==> config.mk <==
export PLATFORM = sky130hd
export DESIGN_NAME = pwm_deadtime_output
export DESIGN_NICKNAME = d
export VERILOG_FILES = /design/src/rtl/pwm_deadtime_output.sv
export SDC_FILE = /design/constraint.sdc
export NUM_CORES = 1
export LEC_CHECK = 0
export ABC_AREA = 1
export BUFFER_PORTS_ARGS = -buffer_cell sky130_fd_sc_hd__buf_4
export CAP_MARGIN = 15
export CORE_ASPECT_RATIO = 0.8
export CORE_MARGIN = 2
export CORE_UTILIZATION = 44
export DETAILED_ROUTE_END_ITERATION = 12
export PLACE_DENSITY_LB_ADDON = 0.08
export SLEW_MARGIN = 15
export SYNTH_ARGS = -nofsm -noshare
export SYNTH_HDL_FRONTEND = slang
export SYNTH_SLANG_ARGS = --single-unit
==> constraint.sdc <==
create_clock -name clk -period 1.7 [get_ports clk]
set_clock_uncertainty 0.05 [all_clocks]
set_input_delay 0.085 -clock clk [delete_from_list [all_inputs] [get_ports clk]]
set_output_delay 0.085 -clock clk [all_outputs]
set_load 0.02 [all_outputs]
==> src/rtl/pwm_deadtime_output.sv <==
// Complementary PWM gate stage: shadow-latched duty compare against the timebase
// count, followed by a dead-time FSM that drives non-overlapping high/low gates.
module pwm_deadtime_output #(
    parameter int CNT_WIDTH = 32,
    parameter int DT_WIDTH  = 8
) (
    input  logic                 clk,
    input  logic                 rst,
    input  logic                 enable,
    input  logic [CNT_WIDTH-1:0] cnt,
    input  logic                 period_end,
    input  logic [CNT_WIDTH-1:0] duty_cycles,
    input  logic [DT_WIDTH-1:0]  dead_cycles,
    output logic                 pwm_h,
    output logic                 pwm_l,
    output logic [CNT_WIDTH-1:0] duty_active,
    output logic                 in_deadtime,
    output logic [2:0]           dbg_state
);

    typedef enum logic [2:0] {
        IDLE    = 3'd0,
        DT_TO_H = 3'd1,
        H_ON    = 3'd2,
        DT_TO_L = 3'd3,
        L_ON    = 3'd4
    } state_t;

    state_t               state_q, state_d;
    logic [CNT_WIDTH-1:0] duty_q, duty_d;
    logic                 ref_q, ref_d;
    logic                 run_q, run_d;
    logic [DT_WIDTH-1:0]  dt_cnt_q, dt_cnt_d;
    logic                 pwm_h_q, pwm_h_d;
    logic                 pwm_l_q, pwm_l_d;
    logic                 in_dt_q, in_dt_d;
    logic                 dt_zero;
    logic                 dt_expired;
    logic                 entering_dt;
    logic                 staying_dt;

    always_comb begin
        duty_d = duty_q;
        if (!enable || period_end) begin
            duty_d = duty_cycles;
        end
        ref_d = enable && (cnt < duty_q);
        run_d = enable;
    end

    assign dt_zero    = (dead_cycles == '0);
    assign dt_expired = (dt_cnt_q <= DT_WIDTH'(1));

    // run_q marks that ref_q already reflects an enabled compare, so the
    // first cycle after enable is spent in IDLE waiting for a valid reference.
    always_comb begin
        state_d = state_q;
        if (!enable) begin
            state_d = IDLE;
        end else begin
            case (state_q)
                IDLE: begin
                    if (run_q) begin
                        if (ref_q) state_d = dt_zero ? H_ON : DT_TO_H;
                        else       state_d = dt_zero ? L_ON : DT_TO_L;
                    end
                end
                L_ON: begin
                    if (ref_q) state_d = dt_zero ? H_ON : DT_TO_H;
                end
                H_ON: begin
                    if (!ref_q) state_d = dt_zero ? L_ON : DT_TO_L;
                end
                DT_TO_H: begin
                    if (!ref_q)          state_d = L_ON;
                    else if (dt_expired) state_d = H_ON;
                end
                DT_TO_L: begin
                    if (ref_q)           state_d = H_ON;
                    else if (dt_expired) state_d = L_ON;
                end
                default: state_d = IDLE;
            endcase
        end
    end

    // dead_cycles is captured only on entry, so mid-dead-time edits are ignored.
    always_comb begin
        entering_dt = ((state_d == DT_TO_H) || (state_d == DT_TO_L)) && (state_d != state_q);
        staying_dt  = ((state_q == DT_TO_H) || (state_q == DT_TO_L)) && (state_d == state_q);
        dt_cnt_d    = dt_cnt_q;
        if (entering_dt) begin
            dt_cnt_d = dead_cycles;
        end else if (staying_dt && (dt_cnt_q != '0)) begin
            dt_cnt_d = dt_cnt_q - DT_WIDTH'(1);
        end
    end

    always_comb begin
        pwm_h_d = (state_d == H_ON);
        pwm_l_d = (state_d == L_ON);
        in_dt_d = (state_d == DT_TO_H) || (state_d == DT_TO_L);
    end

    always_ff @(posedge clk or posedge rst) begin
        if (rst) begin
            state_q  <= IDLE;
            duty_q   <= '0;
            ref_q    <= 1'b0;
            run_q    <= 1'b0;
            dt_cnt_q <= '0;
            pwm_h_q  <= 1'b0;
            pwm_l_q  <= 1'b0;
            in_dt_q  <= 1'b0;
        end else begin
            state_q  <= state_d;
            duty_q   <= duty_d;
            ref_q    <= ref_d;
            run_q    <= run_d;
            dt_cnt_q <= dt_cnt_d;
            pwm_h_q  <= pwm_h_d;
            pwm_l_q  <= pwm_l_d;
            in_dt_q  <= in_dt_d;
        end
    end

    assign pwm_h       = pwm_h_q;
    assign pwm_l       = pwm_l_q;
    assign in_deadtime = in_dt_q;
    assign duty_active = duty_q;
    assign dbg_state   = state_q;

endmodule

Word-level counts from Yosys, hierarchy flattened
Cells that the tools add are included.
{ "op_classes": {"addsub": 1, "order_cmp": 2, "eq_ne": 10, "n_mux": 14, "reduce_logical": 12} }
{ "ops": {"columns": ["cell", "count"], "rows": [
  ["$lt 32x32->1", 1],
  ["$mux 3", 10],
  ["$mux 8", 2],
  ["$pmux 3 s5", 1],
  ["$eq 3x2->1 const B", 4],
  ["$le 8x1->1 const B", 1],
  ["$logic_not 8->1", 1],
  ["$reduce_bool 8->1", 1],
  ["$sub 8x1->8 const B", 1],
  ["$eq 3x1->1 const B", 2],
  ["$eq 3x3->1 const B", 2],
  ["$logic_and 1x1->1", 4],
  ["$eq 3x3->1", 1],
  ["$logic_not 3->1", 1],
  ["$logic_or 1x1->1", 3],
  ["$ne 3x3->1", 1],
  ["$mux 2", 1],
  ["$reduce_bool 2->1", 1],
  ["$logic_not 1->1", 1]
]} }
{ "totals": {"ff_bits": 48, "inputBits": 76, "output_inout_bits": 38, "elab_cells": 47} }

Depth between registers and ports, before layout
{ "logic_depth": {"depth_word": 11, "ltp_mapped": 18, "mapped_depth_nobuf": 18} }

Worst setup path before layout
OpenSTA, ideal clock, no wires.
{ "synth_path": {"path_kind": "register to register", "start": "register dt_cnt_q[0]", "end": "register dt_cnt_q[4]", "setup_time_ns": 0.124, "arrival_time_ns": 1.637, "required_ns": 1.526, "setup_slack_ns": -0.111, "stages_incl_launch_ff": 16, "n_path_buf": 0, "synth_period_minus_slack_ns": 1.811, "path_cell_list": "dfrtp_1 -> inv_1 -> ha_1 -> nor2_1 -> nor2_1 -> nand2_1 -> nand2_1 -> nand2_1 -> nand3_2 -> nand2_1 -> nand2_1 -> nand2_1 -> nor2_2 -> nand2_4 -> nand3_1 -> nand3_1"} }
{ "synth_between": {"elab_chain_len": 9, "word_cells_on_any_way": 20, "cone_classes": "add/sub: 1; order compare: 1; eq/ne: 4; mux: 8; reduce/logical: 6"} }
{ "synth_lines": {"columns": ["item", "line", "text"], "rows": [
  ["start, declared", "33", "logic [DT_WIDTH-1:0] dt_cnt_q, dt_cnt_d;"],
  ["start signal, assigned", "120", "dt_cnt_q <= dt_cnt_d;"],
  ["$le 8x1->1", "52", "assign dt_expired = (dt_cnt_q <= DT_WIDTH'(1));"],
  ["$mux 3 (on tied branches)", "80, 76", null],
  ["$mux 3 (on tied branches)", "79, 75", null],
  ["$pmux 3 s5", "61", "case (state_q)"],
  ["$mux 3", "58", "if (!enable) begin"],
  ["$eq 3x1->1 (tied with other cells)", "89", "entering_dt = ((state_d == DT_TO_H) || (state_d == DT_TO_L)) && (state_d != state_q);"],
  ["$logic_or 1x1->1 / $logic_and 1x1->1 (equally long branches)", "89, 90", null],
  ["$logic_and 1x1->1 (on tied branches)", "89, 94", null],
  ["$mux 8 / $reduce_bool 2->1 (equally long branches)", null, null]
]} }
Parallel ways exist; a longest one is shown, timed or not. The select of a mux whose other input is x is not followed.
A chain may end at the register's enable or synchronous reset.

Worst setup path in the final report
{ "layout_path": {"start": "register dt_cnt_q[0]", "end": "register dt_cnt_q[2]"} }
Same word-level chain as after synthesis.

==> flow_summary.ini <==
[run_status]
outcome = finished with violations
violations = setup timing

[grt]
grt_pass1_vias = 3268
grt_pass1_wl_mm = 14.5
antenna_found_initial = 0
grt_overflow = 0
grt_max_degree = 36
grt_usage_pct = 23.0

[run]
drv_cap = 0

[synthesis]
ys_seq_area_share_pct = 39.0
synth_top_area_cell = dfrtp_1
synth_edf_count = 0
synthCells = 386
async_flop_share_pct = 100
yosys_register_bits = 48
syn-num-nets = 496
yosys-top-cells-area = dfrtp_1 (39%), ha_1 (14%), nand2_1 (11%), inv_1 (7.3%), o21ai_0 (6.2%)
synth_top_cell_area_share_pct = 39.0
synth_cell_type_count = 33
synth_area_um2 = 3080
avgSynthCellArea_um2 = 7.99
ys.flop_type = dfrtp_1
synth_warnings = 0

[setup_path]
crit_type = flop to flop
crit_path_end_kind = flop
crit_buf_inv = 2
cp-start-kind = flop
worstPathCellList = inv_2 > ha_4 > nor2_1 > nor2_1 > nand2_1 > buf_4 > nand2_1 > nand3_2 > nand3_2 > nand2_2 > nand2_2 > nand2_2 > nand2_4 > nand3_2 > nand2_2 > nor2_2
required_ns = 1.86
crit_family = simple AND/OR/NAND/NOR gates
path_max_fanout = 8
slowest_delay_ns = 0.42
cpMaxStageDelayCell = dfrtp_1
cp.arrival_ns = 2.19
worst_path_most_repeated_cell = nand2_2

[placement]
place_area_um2 = 4290
io_buffers = 113
post-place-ws_ns = -0.306
gp_congestion = 0.905
dpl.hpwl_mm = 6.14

[min_path]
hp-class = primary input to flop

[power_and_ir_drop]
power_leakage_nw = 2.77
power_mw = 5.35
power.density_nw_per_um2 = 1040
ir_drop_v = 0.000621

[timing]
max-slew-margin-rel_pct = 77.2
setup_viol = 12
worst_slack_ns = -0.325
tightestPinTransition_ns = 0.342
final-hold-violation-count = 0
rsz0062_at_grt = yes
period_share_pct = 119
slew_violations = 0
max_freq_mhz = 494
min_period_ns = 2.02

[layout]
final_cell_area_um2 = 5150
most-common-layout-cells = buf_4 (167), nand2_1 (78), inv_1 (53), dfrtp_1 (48), o21ai_0 (36)
diodes = 0
drive_gt1_share_pct = 43.0
area_growth_pct = 66.9
mostFrequentLayoutCell = buf_4
fin_nets = 700

[detailed_routing]
antenna_left = 0
num_vias = 3326
drtIter0Drc = 79
post_drt_via_cell_ratio = 4.91
drcViolationCount = 0
first_pass_iters = 4
wl_per_cell_um = 13.5
totalWireLength_mm = 9.18

[floorplanning]
die_area_um2 = 7700
core-area_um2 = 6820
die_y_um = 78.9
dieWidth_um = 97.6
initial_core_util_pct = 45.2
ios = 114
std_cell_rows = 27

[clocking]
cts.sinks = 48
numCtsBuffers = 5
clk_pin_slew_ns = 0.10
cts_max_path_buffers = 2
cts-root-buf = clkbuf_8
htree_num_levels = 2
cts_tree = yes
insertion_delay_ns = 0.31
## cells by family after synthesis
| group | Yosys count | synth area share [%] |
|---|---|---|
| fa+ha+maj | 34 | 13.8 |
| xor+xnor | 4 | 1.14 |
| simple gates | 161 | 24.7 |
| compound gates | 63 | 11.4 |
| flops | 48 | 39.0 |
| buf+inv | 76 | 10.0 |
## cell usage after synthesis (all sizes together) (2+ instances only)
master / count
xor2: 3
nand2: 96
nand3b: 2
inv: 66
dfrtp: 48
nor2: 26
nand3: 27
o21ai: 38
ha: 34
buf: 2
nand4: 2
o211ai: 2
clkbuf: 7
a21oi: 18
nor3: 5
nor4: 2
## power by group
part | total (mW) | internal, mW | switching, mW
clock | 0.745 | 0.326 | 0.419
sequential | 1.52 | 1.36 | 0.162
combinational | 3.09 | 1.48 | 1.61
total | 5.35 | 3.16 | 2.19
## per-stage QoR
step	TNS (ns)	instances	hold slack, ns	util (%)
after floorplan	-0.794	386	0.0664	-
after CTS	-1.99	671	0.0144	73.0
after global placement	-2.14	614	0.0300	62.9
after detailed placement	-2.63	614	0.0326	62.9
final	-2.87	678	0.0239	75.4
after global routing	-4.41	678	0.0466	75.4
## sequential cells by signal, indices dropped and copies added, names as in the netlist
register     count
pwm_l            1
duty_active     32
pwm_h            1
in_deadtime      1
ref_q            1
dbg_state        3
dt_cnt_q         8
run_q            1
## area by class of cell
| cell class | instances | area [um^2] |
|---|---|---|
| Clock buffer | 6 | 82.6 |
| Clock inverter | 2 | 10.0 |
| Fill cell | 516 | 1680 |
| Inverter | 67 | 264 |
| Multi-Input combinational cell | 262 | 1810 |
| Sequential cell | 48 | 1200 |
| Tap cell | 87 | 109 |
| Timing Repair Buffer | 205 | 1660 |
| Timing Repair inverter | 1 | 8.76 |
## timing repair
| item | 4_1_cts | 5_1_grt |
|---|---|---|
| gates cloned | 0 | 1 |
| setup endpoints to repair | 12 | 14 |
| hold buffers | 34 | 0 |
| endpoints found under the hold margin | 46 | 0 |
| setup buffers | 15 | 6 |
| pin swaps | 19 | 16 |
| resized for setup | 35 | 22 |
## layer usage
metal	up-vias	track usage, %	share of wire, %
met5	-	0	0
met4	0	5.56	1.5
met3	14	5.55	5.6
met2	101	40.9	52
met1	1568	28.3	41
li1	1643	-	-
## final timing paths
| check | startpoint | endpoint | slack (ns) | cells after the start |
|---|---|---|---|---|
| worst max-delay path | dt_cnt_q[0]$_DFFE_PP0P_ | dt_cnt_q[2]$_DFFE_PP0P_ | -0.32 | 16 |
| worst min-delay path | dead_cycles[0] | dt_cnt_q[0]$_DFFE_PP0P_ | 0.02 | 4 |
| worst max register to register | dt_cnt_q[0]$_DFFE_PP0P_ | dt_cnt_q[2]$_DFFE_PP0P_ | -0.32 | 16 |
| worst min register to register | duty_active[12]$_DFFE_PP0P_ | duty_active[12]$_DFFE_PP0P_ | 0.51 | 2 |
| max in group asynchronous | rst | pwm_l$_DFF_PP0_ | 0.84 | 4 |
| min in group asynchronous | rst | duty_active[26]$_DFFE_PP0P_ | 0.25 | 3 |
## tightest hold or removal path: stages
cell and delay, ns:
buf_4 0.09, nand3b_1 0.09, nand2_1 0.04, inv_1 0.04
Power figures use the tool's default switching activity.
